===== src/rtl/tick_period_meter_pkg.sv =====
// Shared definitions for the tick timer family: FSM encoding, default sizes and
// the saturating-increment helper.
package tick_period_meter_pkg;

    localparam int unsigned BITS_DEF        = 8;
    localparam int unsigned SYNC_STAGES_DEF = 2;
    localparam int unsigned CALC_W          = 32;

    typedef enum logic {
        ST_IDLE    = 1'b0,
        ST_MEASURE = 1'b1
    } state_e;

    // Increment that sticks at max; callers cast to their own width (<= CALC_W).
    function automatic logic [CALC_W-1:0] sat_inc(input logic [CALC_W-1:0] v,
                                                  input logic [CALC_W-1:0] max);
        return (v >= max) ? max : v + CALC_W'(1);
    endfunction

endpackage


===== src/rtl/tick_period_meter_if.sv =====
// Measured-period output channel: one-entry sample with valid/ready and overflow qualifier.
interface tick_period_meter_if
    import tick_period_meter_pkg::*;
#(
    parameter int unsigned BITS = BITS_DEF
);

    logic [BITS-1:0] period;
    logic            period_valid;
    logic            period_ready;
    logic            overflow;

    modport master (
        output period,
        output period_valid,
        output overflow,
        input  period_ready
    );

    modport slave (
        input  period,
        input  period_valid,
        input  overflow,
        output period_ready
    );

endinterface


===== src/rtl/tick_period_meter_edge_sync.sv =====
// Synchronises the asynchronous event input and emits a one-cycle rising-edge pulse.
module tick_period_meter_edge_sync
    import tick_period_meter_pkg::*;
#(
    parameter int unsigned SYNC_STAGES = SYNC_STAGES_DEF
) (
    input  logic clk,
    input  logic rst,
    input  logic en,
    input  logic evt_in,
    output logic edge_c
);

    logic [SYNC_STAGES-1:0] sync_q, sync_d;
    logic                   prev_q, prev_d;

    always_comb begin
        sync_d = {sync_q[SYNC_STAGES-2:0], evt_in};
        prev_d = sync_q[SYNC_STAGES-1];
        edge_c = sync_q[SYNC_STAGES-1] & ~prev_q & en;
    end

    always_ff @(posedge clk) begin
        if (!rst) begin
            sync_q <= '0;
            prev_q <= 1'b0;
        end else begin
            sync_q <= sync_d;
            prev_q <= prev_d;
        end
    end

endmodule


===== src/rtl/tick_period_meter.sv =====
// Measures clk cycles between event rising edges and reports them as a reload value
// (interval minus 1) through a one-entry valid/ready output slot.
module tick_period_meter
    import tick_period_meter_pkg::*;
#(
    parameter int unsigned BITS        = BITS_DEF,
    parameter int unsigned SYNC_STAGES = SYNC_STAGES_DEF
) (
    input  logic                clk,
    input  logic                rst,
    input  logic                en,
    input  logic                evt_in,
    input  logic                clr_missed,
    output logic                missed,
    output logic                busy,
    tick_period_meter_if.master out_if
);

    localparam logic [BITS-1:0] CNT_MAX = '1;

    logic evt_edge;

    state_e          state_q, state_d;
    logic [BITS-1:0] cnt_q, cnt_d;
    logic            sat_q, sat_d;
    logic [BITS-1:0] period_q, period_d;
    logic            valid_q, valid_d;
    logic            ovf_q, ovf_d;
    logic            missed_q, missed_d;
    logic            busy_q, busy_d;
    logic            capture;
    logic            drop;

    tick_period_meter_edge_sync #(
        .SYNC_STAGES (SYNC_STAGES)
    ) u_edge_sync (
        .clk    (clk),
        .rst    (rst),
        .en     (en),
        .evt_in (evt_in),
        .edge_c (evt_edge)
    );

    always_comb begin
        state_d  = state_q;
        cnt_d    = cnt_q;
        sat_d    = sat_q;
        period_d = period_q;
        valid_d  = valid_q;
        ovf_d    = ovf_q;
        missed_d = missed_q;
        capture  = 1'b0;
        drop     = 1'b0;

        // Measurement FSM; first edge after IDLE only arms the counter.
        if (!en) begin
            state_d = ST_IDLE;
            cnt_d   = '0;
            sat_d   = 1'b0;
        end else if (state_q == ST_IDLE) begin
            if (evt_edge) begin
                state_d = ST_MEASURE;
                cnt_d   = '0;
                sat_d   = 1'b0;
            end
        end else begin
            if (evt_edge) begin
                capture = 1'b1;
                cnt_d   = '0;
                sat_d   = 1'b0;
            end else if (cnt_q == CNT_MAX) begin
                sat_d = 1'b1;
            end else begin
                cnt_d = BITS'(sat_inc(CALC_W'(cnt_q), CALC_W'(CNT_MAX)));
            end
        end

        // Output slot: a capture into a stalled slot is dropped, keeping the held sample.
        if (capture) begin
            if (!valid_q || out_if.period_ready) begin
                period_d = cnt_q;
                ovf_d    = sat_q;
                valid_d  = 1'b1;
            end else begin
                drop = 1'b1;
            end
        end else if (valid_q && out_if.period_ready) begin
            valid_d = 1'b0;
        end

        if (drop) begin
            missed_d = 1'b1;
        end else if (clr_missed) begin
            missed_d = 1'b0;
        end

        busy_d = (state_d == ST_MEASURE);
    end

    always_ff @(posedge clk) begin
        if (!rst) begin
            state_q  <= ST_IDLE;
            cnt_q    <= '0;
            sat_q    <= 1'b0;
            period_q <= '0;
            valid_q  <= 1'b0;
            ovf_q    <= 1'b0;
            missed_q <= 1'b0;
            busy_q   <= 1'b0;
        end else begin
            state_q  <= state_d;
            cnt_q    <= cnt_d;
            sat_q    <= sat_d;
            period_q <= period_d;
            valid_q  <= valid_d;
            ovf_q    <= ovf_d;
            missed_q <= missed_d;
            busy_q   <= busy_d;
        end
    end

    assign out_if.period       = period_q;
    assign out_if.period_valid = valid_q;
    assign out_if.overflow     = ovf_q;
    assign missed              = missed_q;
    assign busy                = busy_q;

endmodule


===== src/flat_wrapper.sv =====
// flat-port wrapper written by rule: the top's interface ports become plain ports
module tick_period_meter_flat import tick_period_meter_pkg::*;
#(
    parameter int unsigned BITS        = BITS_DEF,
    parameter int unsigned SYNC_STAGES = SYNC_STAGES_DEF
)
  (clk, rst, en, evt_in, clr_missed, missed, busy, out_if_period, out_if_period_valid, out_if_overflow, out_if_period_ready);
  tick_period_meter_if #(.BITS(BITS)) out_if_i ();
  input  logic clk;
  input  logic rst;
  input  logic en;
  input  logic evt_in;
  input  logic clr_missed;
  output logic missed;
  output logic busy;
  output wire logic [$bits(out_if_i.period)-1:0] out_if_period;
  output wire logic [$bits(out_if_i.period_valid)-1:0] out_if_period_valid;
  output wire logic [$bits(out_if_i.overflow)-1:0] out_if_overflow;
  input wire logic [$bits(out_if_i.period_ready)-1:0] out_if_period_ready;
  assign out_if_period = out_if_i.period;
  assign out_if_period_valid = out_if_i.period_valid;
  assign out_if_overflow = out_if_i.overflow;
  assign out_if_i.period_ready = out_if_period_ready;
  tick_period_meter #(.BITS(BITS), .SYNC_STAGES(SYNC_STAGES)) u_core (.clk(clk), .rst(rst), .en(en), .evt_in(evt_in), .clr_missed(clr_missed), .missed(missed), .busy(busy), .out_if(out_if_i));
endmodule

===== config.mk =====
export PLATFORM = sky130hd
export DESIGN_NAME = tick_period_meter_flat
export DESIGN_NICKNAME = d
export VERILOG_FILES = /design/src/rtl/tick_period_meter_pkg.sv /design/src/rtl/tick_period_meter_if.sv /design/src/rtl/tick_period_meter_edge_sync.sv /design/src/rtl/tick_period_meter.sv /design/src/flat_wrapper.sv
export SDC_FILE = /design/constraint.sdc
export NUM_CORES = 1
export LEC_CHECK = 0
export BUFFER_PORTS_ARGS = -buffer_cell sky130_fd_sc_hd__buf_2
export CAP_MARGIN = 20
export CELL_PAD_IN_SITES_DETAIL_PLACEMENT = 1
export CELL_PAD_IN_SITES_GLOBAL_PLACEMENT = 2
export CORE_MARGIN = 8
export CORE_UTILIZATION = 37
export CTS_BUF_LIST = sky130_fd_sc_hd__clkbuf_2 sky130_fd_sc_hd__clkbuf_4 sky130_fd_sc_hd__clkbuf_8
export DETAILED_ROUTE_END_ITERATION = 8
export PLACE_DENSITY = 0.94
export SYNTH_ARGS = -nofsm -noshare
export SYNTH_HDL_FRONTEND = slang
export SYNTH_SLANG_ARGS = --single-unit
export TNS_END_PERCENT = 20

===== constraint.sdc =====
create_clock -name clk -period 4.5 [get_ports clk]
set_clock_uncertainty 0.2 [all_clocks]
set_input_delay 0.225 -clock clk [delete_from_list [all_inputs] [get_ports clk]]
set_output_delay 0.225 -clock clk [all_outputs]
set_load 0.02 [all_outputs]

==> results.cfg <==
[floorplanning]
fp.dieH_um = 69.14
core_area_um2 = 2710
die_area_um2 = 4780
die_width_um = 69.14
io_pins = 18
rows = 19
initial_utilization_pct = 38.55

[job]
maxCapViolCount = 0

[timing]
rsz0062_at_grt = false
hold_violations = 0
setup_viol_count_final = 0
maxSlewHeadroom_pct = 65.16
fin_crit_ns = 1.640
timing.final.crit_share_pct = 36.44
fmax_mhz = 609.8
worst_pin_slew_ns = 0.5215
drv_slew = 0
fin_tns_setup_ns = 0

[finish]
antenna_cells = 0
multiInputGateArea_um2 = 519.2
fill_cells = 326
fin_nets = 134
drive_gt1_share_pct = 20.63
fin_util_pct = 44.04
ff_latch_area_um2 = 480.5
synthToLayoutAreaGrowth_pct = 14.25

[place]
io_buffers = 17
dp_hpwl_mm = 1.799
gp_congestion = 0.8152

[logic_synthesis]
yosys_warnings = 0
syn-num-nets = 118
ys_seq_area_share_pct = 45.99
synthesis.area_um2 = 1045
postSynthCellCount = 111
yosysUniqueCellTypes = 33
ys_ff_latch = 24
synth_area_per_cell_um2 = 9.412

[route]
antenna_left = 0
drt-initial-drc-count = 18
vias = 874
viasPerCell = 5.567
wl_mm = 2.429
wl_per_cell_um = 15.47
first_pass_iters = 4
post-route-drc-count = 0

[global_routing]
grt_pass1_vias = 919
antenna_found_initial = 0
grt_first_pass_wirelength_mm = 4.202
grt_max_degree = 16
grt_remaining_overflow = 0
gr-usage-all-layers_pct = 10.21

[clocking]
h-tree-depth = 1
cts.sinks = 24
ctsResizeCount = 0
numCtsBuffers = 3
cts_buffer_depth = 2
cts_root_buf = clkbuf_4
cts_setup_buffers = 0
tritoncts = done
insertion_delay_ns = 0.33
clkTransAtPathRegs_ns = 0.14

[worst_setup_path]
path_class = register to register
crit_required_ns = 4.55
start_kind = register
cp-end-kind = register
critPathArrivalTime_ns = 1.69
crit_fanout = 6

[pwr]
switchingPower_uw = 77.09
irDropWorstVdd_mv = 0.1757
powerDensity_nw_per_um2 = 324.1
clkPwrFrac_pct = 41.2
pwr-share-seq_pct = 55.6
sw_frac_of_total_pct = 19.93
intPower_uw = 309.7
p_leak_nw = 0.4420
pwr-share-comb_pct = 3.2

[run_status]
status = completed

[min_path]
hold_path_class = input port to register
synthesized netlist by cell type:
master    instances  area [um^2]
a211oi_2          2        25.02
and4b_1           2        20.02
a21boi_0          3        22.52
nand4b_1          1        8.760
o21ai_0           9        45.04
clkbuf_1          3        11.26
nor3_1            3        15.01
nand4_1           2        12.51
dfxtp_1          24        480.5
nor2_1            2        7.510
and4_1            3        26.28
a21oi_2           1        8.760
clkbuf_2          1        5.000
nand2b_1          2        12.51
a211oi_1          1        7.510
ha_1              1        12.51
nand3_2           1        10.01
mux2i_1           3        30.03
a41oi_1           1        8.760
a21boi_1          9        67.56
buf_2             2        10.01
a21oi_1           4        20.02
a31oi_1           2        12.51
nor2b_1           1        6.260
nand2_1           1        3.750
buf_6             1        11.26
nand2_2           1        6.260
inv_1             2        7.510
nand3_1          13        65.06
and2_1            5        31.28
and3_1            2        12.51
o22ai_1           1        6.260
nand3b_1          2        15.01
kinds of logic (layout without fill, tap and decap cells):
family / count (synthesis) / after routing / synth area share [%]
compound gates: 33 / 33 / 21.44
fa+ha+maj: 1 / 1 / 1.197
buf+inv: 9 / 24 / 4.311
flops: 24 / 24 / 45.99
mux: 3 / 3 / 2.874
simple gates: 41 / 41 / 24.19
cell type report:
class / count / area share, %
Sequential cell: 24 / 40.25
Clock inverter: 1 / 2.516
Tap cell: 31 / 3.249
Multi-Input combinational cell: 78 / 43.50
Inverter: 2 / 0.6289
Clock buffer: 3 / 1.887
Timing Repair Buffer: 18 / 7.966
routing by layer:
layer,GRT usage [%],share of wire (%)
met1,10.78,44
met5,0,0
met3,2.003,2.4
met2,18.65,52
met4,5.011,2.0
worst max-delay path: stages, from the launching register on:
cell and delay, ns:
dfxtp_1 0.43, ha_1 0.27, and4_1 0.32, a21oi_1 0.12
a211oi_2 0.23
power by group through the flow:
stage	Clock (mW)	Sequential [mW]	Combinational, mW
after floorplan	0	0.220	0.00765
after global placement	0	0.220	0.0114
after detailed placement	0	0.220	0.0118
after CTS	0.163	0.215	0.0126
after global routing	0.170	0.215	0.0135
final	0.159	0.215	0.0124
worst paths after layout:
kind,start,endpoint,slack (ns),depth (start not counted)
setup / recovery,u_core.cnt_q[0]$_SDFFE_PN0P_,u_core.cnt_q[3]$_SDFFE_PN0P_,2.86,4
hold / removal,clr_missed,u_core.missed$_SDFFE_PN0P_,0.002,3
setup reg to reg,u_core.cnt_q[0]$_SDFFE_PN0P_,u_core.cnt_q[3]$_SDFFE_PN0P_,2.86,4
hold reg to reg,u_core.sat_q$_SDFFE_PN0P_,u_core.out_if.overflow$_SDFFE_PN0P_,0.27,2
cells in the final DEF (no fill, tap or decap), types with 3 or more instances in the layout:
cell,n
a21boi_0,3
a21boi_1,9
a21oi_1,4
and2_1,5
and4_1,3
buf_2,17
clkbuf_4,3
dfxtp_1,24
mux2i_1,3
nand3_1,13
nor3_1,3
o21ai_0,9
timing repair:
action	CTS	global route
hold buffers	1	0
endpoints found under the setup margin	0	0
hold endpoints to repair	1	0
per-stage QoR:
stage                     total power, mW  hold slack (ns)  worst slack, ns  cells  instance area [um^2]
after detailed placement           0.2315           0.2510            2.900    152                  1131
after global placement             0.2310           0.2237            3.005    152                  1131
final                              0.3868         0.002420            2.860    157                  1194
after global routing               0.3987         0.006425            2.739    157                  1194
after floorplan                    0.2273           0.1523            3.071    111                  1045
after CTS                          0.3902         0.003107            2.857    157                  1194
registers in the layout, indices dropped and copies added, names as in the netlist:
name,count
u_core.cnt_q,8
u_core.out_if.period,8
u_core.u_edge_sync.sync_q,2
u_core.missed,1
u_core.out_if.overflow,1
u_core.out_if.period_valid,1
u_core.sat_q,1
u_core.state_q,1
u_core.u_edge_sync.prev_q,1
Note: power is estimated with default switching activity, not from simulation.
